--- src/rtl/filter_window_3x3_pkg.sv ---
// Shared pixel/window types and the window bit-index convention used by the
// window generator and the downstream median filter.
package filter_window_3x3_pkg;

    localparam int PIXEL_W  = 8;
    localparam int WIN_SIZE = 3;
    localparam int WIN_W    = PIXEL_W * WIN_SIZE * WIN_SIZE;

    typedef logic [PIXEL_W-1:0] pixel_t;
    typedef logic [WIN_W-1:0]   window_t;

    // Row 0 is the top row, column 0 the left column.
    function automatic int win_bit(input int row, input int col);
        return row * WIN_SIZE * PIXEL_W + col * PIXEL_W;
    endfunction

endpackage

--- src/rtl/filter_window_3x3_if.sv ---
// Pixel stream in, 3x3 window stream out, plus frame completion pulse.
// master = pixel source / window sink, slave = window generator.
interface filter_window_3x3_if;
    import filter_window_3x3_pkg::*;

    logic    in_valid;
    logic    in_ready;
    pixel_t  in_pixel;
    logic    in_sof;
    logic    out_valid;
    logic    out_ready;
    window_t window_out;
    logic    frame_done;

    modport master (
        output in_valid, in_pixel, in_sof, out_ready,
        input  in_ready, out_valid, window_out, frame_done
    );

    modport slave (
        input  in_valid, in_pixel, in_sof, out_ready,
        output in_ready, out_valid, window_out, frame_done
    );

endinterface

--- src/rtl/filter_line_buffer.sv ---
// Single-port line memory: combinational read of the addressed entry, write on
// the clock edge, so a same-cycle read returns the old contents. No backpressure.
module filter_line_buffer
    import filter_window_3x3_pkg::*;
#(
    parameter int DEPTH = 64,
    parameter int AW    = 6
) (
    input  logic          clk,
    input  logic [AW-1:0] addr,
    input  logic          wr_en,
    input  pixel_t        wr_dat,
    output pixel_t        rd_dat
);

    pixel_t mem [DEPTH];

    assign rd_dat = mem[addr];

    // Contents are never reset: every entry is rewritten before it can reach
    // an emitted window.
    always_ff @(posedge clk) begin
        if (wr_en) begin
            mem[addr] <= wr_dat;
        end
    end

endmodule

--- src/rtl/filter_window_3x3.sv ---
// Builds 3x3 windows from a raster pixel stream; window registered 1 cycle after the
// interior pixel is accepted; input stalls only while an unaccepted window is held.
module filter_window_3x3
    import filter_window_3x3_pkg::*;
#(
    parameter int IMG_WIDTH  = 64,
    parameter int IMG_HEIGHT = 64
) (
    input  logic clk,
    input  logic rst,
    filter_window_3x3_if.slave bus
);

    localparam int CW = $clog2(IMG_WIDTH);
    localparam int RW = $clog2(IMG_HEIGHT);

    typedef logic [CW-1:0] col_t;
    typedef logic [RW-1:0] row_t;

    localparam col_t COL_LAST = col_t'(IMG_WIDTH - 1);
    localparam row_t ROW_LAST = row_t'(IMG_HEIGHT - 1);

    col_t    col_q;
    row_t    row_q;
    col_t    col_eff;
    row_t    row_eff;
    logic    accept;
    logic    emit;
    logic    last_pix;
    logic    out_valid_q;
    logic    frame_done_q;
    window_t window_q;
    window_t win_flat;
    pixel_t  line1_rd;
    pixel_t  line2_rd;
    pixel_t  win_q [WIN_SIZE][WIN_SIZE];
    pixel_t  win_d [WIN_SIZE][WIN_SIZE];

    assign bus.in_ready   = !out_valid_q || bus.out_ready;
    assign bus.out_valid  = out_valid_q;
    assign bus.window_out = window_q;
    assign bus.frame_done = frame_done_q;

    assign accept = bus.in_valid && bus.in_ready;

    // Start-of-frame forces position (0,0) whatever the counters say.
    assign col_eff  = bus.in_sof ? '0 : col_q;
    assign row_eff  = bus.in_sof ? '0 : row_q;
    assign emit     = (row_eff >= row_t'(2)) && (col_eff >= col_t'(2));
    assign last_pix = (row_eff == ROW_LAST) && (col_eff == COL_LAST);

    // line1 holds the previous line, line2 the one above it; the old line1
    // entry migrates into line2 as the new pixel overwrites it.
    filter_line_buffer #(.DEPTH(IMG_WIDTH), .AW(CW)) u_line1 (
        .clk    (clk),
        .addr   (col_eff),
        .wr_en  (accept),
        .wr_dat (bus.in_pixel),
        .rd_dat (line1_rd)
    );

    filter_line_buffer #(.DEPTH(IMG_WIDTH), .AW(CW)) u_line2 (
        .clk    (clk),
        .addr   (col_eff),
        .wr_en  (accept),
        .wr_dat (line1_rd),
        .rd_dat (line2_rd)
    );

    always_comb begin
        win_d = win_q;
        for (int i = 0; i < WIN_SIZE; i++) begin
            for (int j = 0; j < WIN_SIZE - 1; j++) begin
                win_d[i][j] = win_q[i][j+1];
            end
        end
        win_d[0][WIN_SIZE-1] = line2_rd;
        win_d[1][WIN_SIZE-1] = line1_rd;
        win_d[2][WIN_SIZE-1] = bus.in_pixel;
    end

    always_comb begin
        win_flat = '0;
        for (int i = 0; i < WIN_SIZE; i++) begin
            for (int j = 0; j < WIN_SIZE; j++) begin
                win_flat[win_bit(i, j) +: PIXEL_W] = win_d[i][j];
            end
        end
    end

    always_ff @(posedge clk or posedge rst) begin
        if (rst) begin
            col_q        <= '0;
            row_q        <= '0;
            win_q        <= '{default: '0};
            window_q     <= '0;
            out_valid_q  <= 1'b0;
            frame_done_q <= 1'b0;
        end else begin
            frame_done_q <= accept && last_pix;
            if (accept) begin
                win_q <= win_d;
                if (col_eff == COL_LAST) begin
                    col_q <= '0;
                    row_q <= (row_eff == ROW_LAST) ? '0 : row_eff + row_t'(1);
                end else begin
                    col_q <= col_eff + col_t'(1);
                    row_q <= row_eff;
                end
            end
            // A fresh window may replace one being transferred this cycle.
            if (accept && emit) begin
                out_valid_q <= 1'b1;
                window_q    <= win_flat;
            end else if (bus.out_ready) begin
                out_valid_q <= 1'b0;
            end
        end
    end

endmodule

--- src/flat_wrapper.sv ---
// flat-port wrapper written by rule: the top's interface ports become plain ports
module filter_window_3x3_flat import filter_window_3x3_pkg::*;
#(
    parameter int IMG_WIDTH  = 64,
    parameter int IMG_HEIGHT = 64
)
  (clk, rst, bus_in_valid, bus_in_pixel, bus_in_sof, bus_out_ready, bus_in_ready, bus_out_valid, bus_window_out, bus_frame_done);
  filter_window_3x3_if bus_i ();
  input  logic clk;
  input  logic rst;
  input wire logic [$bits(bus_i.in_valid)-1:0] bus_in_valid;
  input wire logic [$bits(bus_i.in_pixel)-1:0] bus_in_pixel;
  input wire logic [$bits(bus_i.in_sof)-1:0] bus_in_sof;
  input wire logic [$bits(bus_i.out_ready)-1:0] bus_out_ready;
  output wire logic [$bits(bus_i.in_ready)-1:0] bus_in_ready;
  output wire logic [$bits(bus_i.out_valid)-1:0] bus_out_valid;
  output wire logic [$bits(bus_i.window_out)-1:0] bus_window_out;
  output wire logic [$bits(bus_i.frame_done)-1:0] bus_frame_done;
  assign bus_i.in_valid = bus_in_valid;
  assign bus_i.in_pixel = bus_in_pixel;
  assign bus_i.in_sof = bus_in_sof;
  assign bus_i.out_ready = bus_out_ready;
  assign bus_in_ready = bus_i.in_ready;
  assign bus_out_valid = bus_i.out_valid;
  assign bus_window_out = bus_i.window_out;
  assign bus_frame_done = bus_i.frame_done;
  filter_window_3x3 #(.IMG_WIDTH(IMG_WIDTH), .IMG_HEIGHT(IMG_HEIGHT)) u_core (.clk(clk), .rst(rst), .bus(bus_i));
endmodule
--- config.mk ---
export PLATFORM = sky130hd
export DESIGN_NAME = filter_window_3x3_flat
export DESIGN_NICKNAME = d
export VERILOG_FILES = /design/src/rtl/filter_window_3x3_pkg.sv /design/src/rtl/filter_window_3x3_if.sv /design/src/rtl/filter_line_buffer.sv /design/src/rtl/filter_window_3x3.sv /design/src/flat_wrapper.sv
export SDC_FILE = /design/constraint.sdc
export NUM_CORES = 1
export LEC_CHECK = 0
export CELL_PAD_IN_SITES_DETAIL_PLACEMENT = 1
export CELL_PAD_IN_SITES_GLOBAL_PLACEMENT = 2
export CORE_MARGIN = 2
export CORE_UTILIZATION = 50
export DETAILED_ROUTE_END_ITERATION = 7
export HOLD_SLACK_MARGIN = 0.12
export PLACE_DENSITY_LB_ADDON = 0.25
export SETUP_SLACK_MARGIN = 0.4
export SLEW_MARGIN = 15
export SYNTH_ARGS = -nofsm -noshare
export SYNTH_HDL_FRONTEND = slang
export SYNTH_SLANG_ARGS = --single-unit
--- constraint.sdc ---
create_clock -name clk -period 14 [get_ports clk]
set_input_delay 2.8 -clock clk [delete_from_list [all_inputs] [get_ports clk]]
set_output_delay 2.8 -clock clk [all_outputs]
set_load 0.01 [all_outputs]
[After elaboration in Yosys (flattened, before gate mapping)]
Memory sizes are Yosys's and may differ from the RTL's.
Cells that the tools add are included.
Word-level totals
  memory bits (writable): 1024
  input port bits: 13
  memories: 2
  register bits after elaboration: 134
  logic and storage cells: 36
  output and inout bits: 75
Cells by class
  magnitude comparators: 2
  add/subtract/negate cells: 2
  mux-type cells: 9
  reductions and logical operators: 8
  eq/ne operators: 2
Memories
  u_core.u_line1.mem: depth 64, bits a word 8, rd ports 1, clocked after Yosys merged registers in 0, write ports 1, line filter_line_buffer.sv:16  | pixel_t mem [DEPTH];
  u_core.u_line2.mem: depth 64, bits a word 8, rd ports 1, clocked after Yosys merged registers in 0, write ports 1, line filter_line_buffer.sv:16
Operator list (number)
  $mux 6: 5
  $add 6x1->6 const B: 2
  $eq 6x6->1 const B: 2
  $ge 6x2->1 const B: 2
  $logic_and 1x1->1: 5
  $mux 1: 4
  $reduce_bool 2->1: 1
  $logic_not 1->1: 1
  $logic_or 1x1->1: 1

[Depth between registers and ports, before layout]
  depth in word-level cells: 5
  mapped depth: 13
  depth with buffers taken out: 8

[By module]
A second synthesis with hierarchy kept.
Second synthesis, totals
  cells, all modules: 2780
  area, all modules: 46274.4 um^2
By module, submodules not included
  filter_line_buffer: area an instance 20289.5 um^2, cells each 1163, times used 2
  filter_window_3x3: area an instance 5695.5 um^2, cells each 454, times used 1

[Worst setup path after synthesis]
No wires, ideal clock.
  path kind: in2reg
  from: input port bus_in_sof
  to: register u_core.window_q[41] (netlist: u_core.bus.window_out[41])
  slack: 7.997 ns
  path buffers: 4
  arrival: 5.868 ns
  setup time: 0.135 ns
  stages on the path: 10
  cells stage by stage: buf_2 > o21bai_1 > clkbuf_1 > buf_2 > buf_2 > a32oi_1 > o221ai_1 > a22oi_1 > nand4_1 > mux2_2
RTL lines
  start, declared: line flat_wrapper.sv:13  | input wire logic [$bits(bus_i.in_sof)-1:0] bus_in_sof;
  $mux 6: line filter_window_3x3.sv:47  | assign col_eff = bus.in_sof ? '0 : col_q;
  $mem_v2 64x8
  named net u_core.line1_rd[1]: line filter_window_3x3.sv:34  | pixel_t line1_rd;
  end signal, assigned: line filter_window_3x3.sv:114  | window_q <= win_flat;
  end, declared: line filter_window_3x3.sv:32  | window_t window_q;
The timed path passes the listed nets, and every way through them passes these cells.
A chain may end at the register's enable or synchronous reset.

[Worst setup path after layout]
  from: input port bus_in_sof
  to: memory u_core.u_line2.mem[38][2] in the netlist's numbering, data pin
Between the ends
  longest elaborated chain between the ends: 2
RTL lines (line)
  $mux 6: filter_window_3x3.sv:47
  $mem_v2 64x8
  named net u_core.line1_rd[2]: filter_window_3x3.sv:34
  end, declared: filter_line_buffer.sv:16
The timed path passes the listed nets, and every way through them passes these cells.

==> impl_metrics.tcl <==
set metrics [dict create \
    p_switching_w 0.002079 \
    slew_headroom 0.1143 \
    place.gp.congestion 0.9878 \
    synthAdderAreaFrac 0.001090 \
    synth_compound_area_frac 0.09317 \
    hold_slack_ns 0.4712 \
    yosysWarnings 0 \
    io_buffers 87 \
    grt_pass1_wl_microns 242400 \
    cts_buffers 118 \
    ys_seq_elements 1158 \
    cts_setup_buffers 0 \
    antenna_found_initial 10 \
    worstHoldPathType "reg -> reg" \
    synthesis.area_sq_um 45900 \
    vias 30212 \
    synth_top_cell_by_area "edfxtp_1" \
    yosys.area.top_type_share 0.6699 \
    ctsHoldBuffers 0 \
    drv_slew 0 \
    grt_max_degree 101 \
    slowest_stage "nor4_1" \
    cp_cell_sequence "buf_4, buf_4, or3b_2, nor2_1, o31ai_1, o21ai_0, nor4_1, nand2_2, buf_4" \
    crit_required_ns 14.38 \
    period_minus_slack_ns 7.197 \
    crit_family "simple AND/OR/NAND/NOR gates" \
    nFillCells 8373 \
    finalHoldViolations 0 \
    clockBufferDepth 3 \
    async_flop_share 0.1157 \
    synthFlopType "edfxtp_1" \
    vias_per_cell 6.834 \
    first_pass_iters 6 \
    p_seq_frac 0.490 \
    maxCapViolations 0 \
    path_buf_inv 3 \
    start_kind "input port" \
    synth_area_per_cell_sq_um 15.45 \
    synth-seq-area-share 0.7430 \
    cp.arrival_ns 7.58 \
    p_leak_nw 17.82 \
    worstSetupEndpointType "register" \
    initial_core_util 0.5023 \
    synth-xor-area-share 0.0001908 \
    die-height_microns 307.0 \
    core_sq_um 91390 \
    regToRegSetupSlack_ns 7.30 \
    cts_num_sinks 1158 \
    p_comb_frac 0.114 \
    drive_above_1_share 0.1437 \
    gr-total-overflow 0 \
    cts_resized 0 \
    fmax_mhz 138.9 \
    synth.top_cells.by_area "edfxtp_1 67%, dfrtp_1 7.3%, mux2i_1 3.4%" \
    top_level_ports 88 \
    cp_max_fo 40 \
    cts-root-buf "clkbuf_16" \
    cts_tree "built" \
    yosysUniqueCellTypes 87 \
    synthesis.nets 2988 \
    timing.final.crit_share 0.5141 \
    skew_ns 0.02798 \
    cts.clk_slew.worst_paths_ns 0.06 \
    fp-row-count 111 \
    grt_pass1_vias 30002 \
    powerDensity_nw_per_um2 152.5 \
    dp_hpwl_microns 107900 \
    cts_htree_levels 3 \
    grtUsageTotal 0.3718 \
    clock_latency_ns 0.72 \
    areaGrowthSynthToFinish_pct 14.31 \
    synth-simple-area-share 0.08804 \
    final_nets 3148 \
    tightest_slew_ns 1.326 \
    crit_path_frequent_cell "buf_4" \
    setup_viol_count_final 0 \
    ant_nets 0 \
    synth_top_family_by_area "compound AO/OA/AOI/OAI gates" \
    status "finished, final reports clean" \
    power.clock.fraction 0.396 \
    syn-instance-count 2971 \
    synth_edf_count 1024 \
    rsz0062_at_grt "false" \
    dieWidth_microns 307.0 \
    p_sw_frac 0.2598 \
    wl_per_cell_microns 39.49 \
    tns_ns 0 \
    critPathKind "in -> reg" \
    ir_drop_mv 0.1275 \
    die_area_sq_um 94240 \
    finalWirelength_microns 174600 \
    drc 0 \
    internal_power_w 0.005922 \
    dr.first_iter.drc_count 5054 \
    yosys-mux-area-fraction 0.05206 \
    cpPeakStageDelay_ns 0.98 \
]
worst paths after layout:
path,to,start,depth (start not counted)
worst min-delay path,u_core.bus.window_out[6]$_DFFE_PP0P_,u_core.win_d[70]$_DFFE_PP0P_,2
worst min register to register,u_core.bus.window_out[6]$_DFFE_PP0P_,u_core.win_d[70]$_DFFE_PP0P_,2
worst max register to register,u_core.u_line2.mem[38][2]$_DFFE_PP_,u_core.col_q[2]$_DFFE_PP0P_,10
max in group asynchronous,u_core.bus.window_out[3]$_DFFE_PP0P_,rst,3
worst max-delay path,u_core.u_line2.mem[38][2]$_DFFE_PP_,bus_in_sof,9
min in group asynchronous,u_core.bus.window_out[50]$_DFFE_PP0P_,rst,2
cell type report:
cell class                 count  area, sq um  area share
sequential                  1158        34110      0.6502
antenna                        5        12.51   0.0002385
timing repair buffer         247         2042     0.03892
clock inverter                71        660.6     0.01259
multi-input combinational   1599        10940      0.2086
inverter                       7        31.28   0.0005962
clock buffer                 148         3181     0.06062
tap                         1186         1484     0.02828
per-stage QoR:
stage | power [W] | worst slack [ns] | instance area [sq um] | utilization | instances
floorplan | 0.004415 | 7.617 | 45900 | - | 2971
finish | 0.008000 | 6.803 | 52470 | 0.5741 | 4421
global route | 0.008150 | 6.825 | 52460 | 0.5740 | 4416
global placement | 0.004850 | 6.495 | 48610 | 0.5319 | 4197
CTS | 0.007987 | 7.182 | 52450 | 0.5739 | 4416
detailed placement | 0.004870 | 6.445 | 48610 | 0.5319 | 4197
worst register-to-register path: cells and delay by family (launching register included):
family,cells,cell delay (ns)
buf+inv,4,2.48
simple gates,3,2.20
flops,1,0.99
compound gates,3,0.66
metal layers:
layer / global-route usage / share of wire
met2: 0.5513 / 0.44
met4: 0.2137 / 0.067
met5: 0 / 0.00020
met3: 0.08194 / 0.12
met1: 0.5101 / 0.38
logic make-up (layout without fill, tap and decap cells):
| logic type | Yosys count | count (layout) |
|---|---|---|
| buffers and inverters | 214 | 473 |
| DFF | 1158 | 1158 |
| and+or+nand+nor | 779 | 779 |
| other | 0 | 5 |
| muxes | 214 | 214 |
| adders and majority gates | 4 | 4 |
| AOI/OAI and AO/OA | 601 | 601 |
| xor gates and xnor gates | 1 | 1 |
flip-flops by register name (all words and copies together), names as in the netlist:
register,count
u_core.bus.frame_done,1
u_core.bus.out_valid,1
u_core.bus.window_out,72
u_core.col_q,6
u_core.row_q,6
u_core.u_line1.mem,512
u_core.u_line2.mem,512
u_core.win_d,48
synthesized netlist by cell type (25+ instances only):
cell type and count:
a21oi_1 123, a221oi_1 35, a22oi_1 78, a31oi_1 30
a32oi_1 30, and3b_1 36, buf_2 63, clkbuf_1 99
dfrtp_1 134, edfxtp_1 1024, mux2_2 38, mux2i_1 157
nand2_1 334, nand3b_1 84, nor2_1 126, o21ai_0 76
o22a_1 25, o22ai_1 39
cells in the final DEF, fill, tap and decap left out, drive strengths merged, types with 16 or more instances in the layout:
| cell type | count |
|---|---|
| o2bb2ai | 24 |
| clkinv | 52 |
| o21ai | 80 |
| o22a | 25 |
| a221oi | 35 |
| clkbuf | 148 |
| nor3 | 16 |
| and3b | 36 |
| nand3b | 86 |
| a22oi | 78 |
| a32oi | 30 |
| mux2 | 42 |
| o22ai | 39 |
| nand2 | 334 |
| a31oi | 30 |
| nor3b | 22 |
| edfxtp | 1024 |
| dfrtp | 134 |
| a22o | 24 |
| buf | 169 |
| a21oi | 123 |
| clkdlybuf4s50 | 78 |
| nand2b | 20 |
| nor2 | 127 |
| or3b | 17 |
| mux2i | 157 |
| nand3 | 20 |
| nor2b | 19 |
power by group through the flow:
stage | clock network, W | logic, W | registers [W]
final | 0.00317 | 0.000913 | 0.00392
after global routing | 0.00331 | 0.000918 | 0.00392
after floorplan | 0 | 0.000447 | 0.00397
after global placement | 0 | 0.000860 | 0.00399
after detailed placement | 0 | 0.000877 | 0.00399
after CTS | 0.00319 | 0.000881 | 0.00392
(Power assumes the default switching activity.)
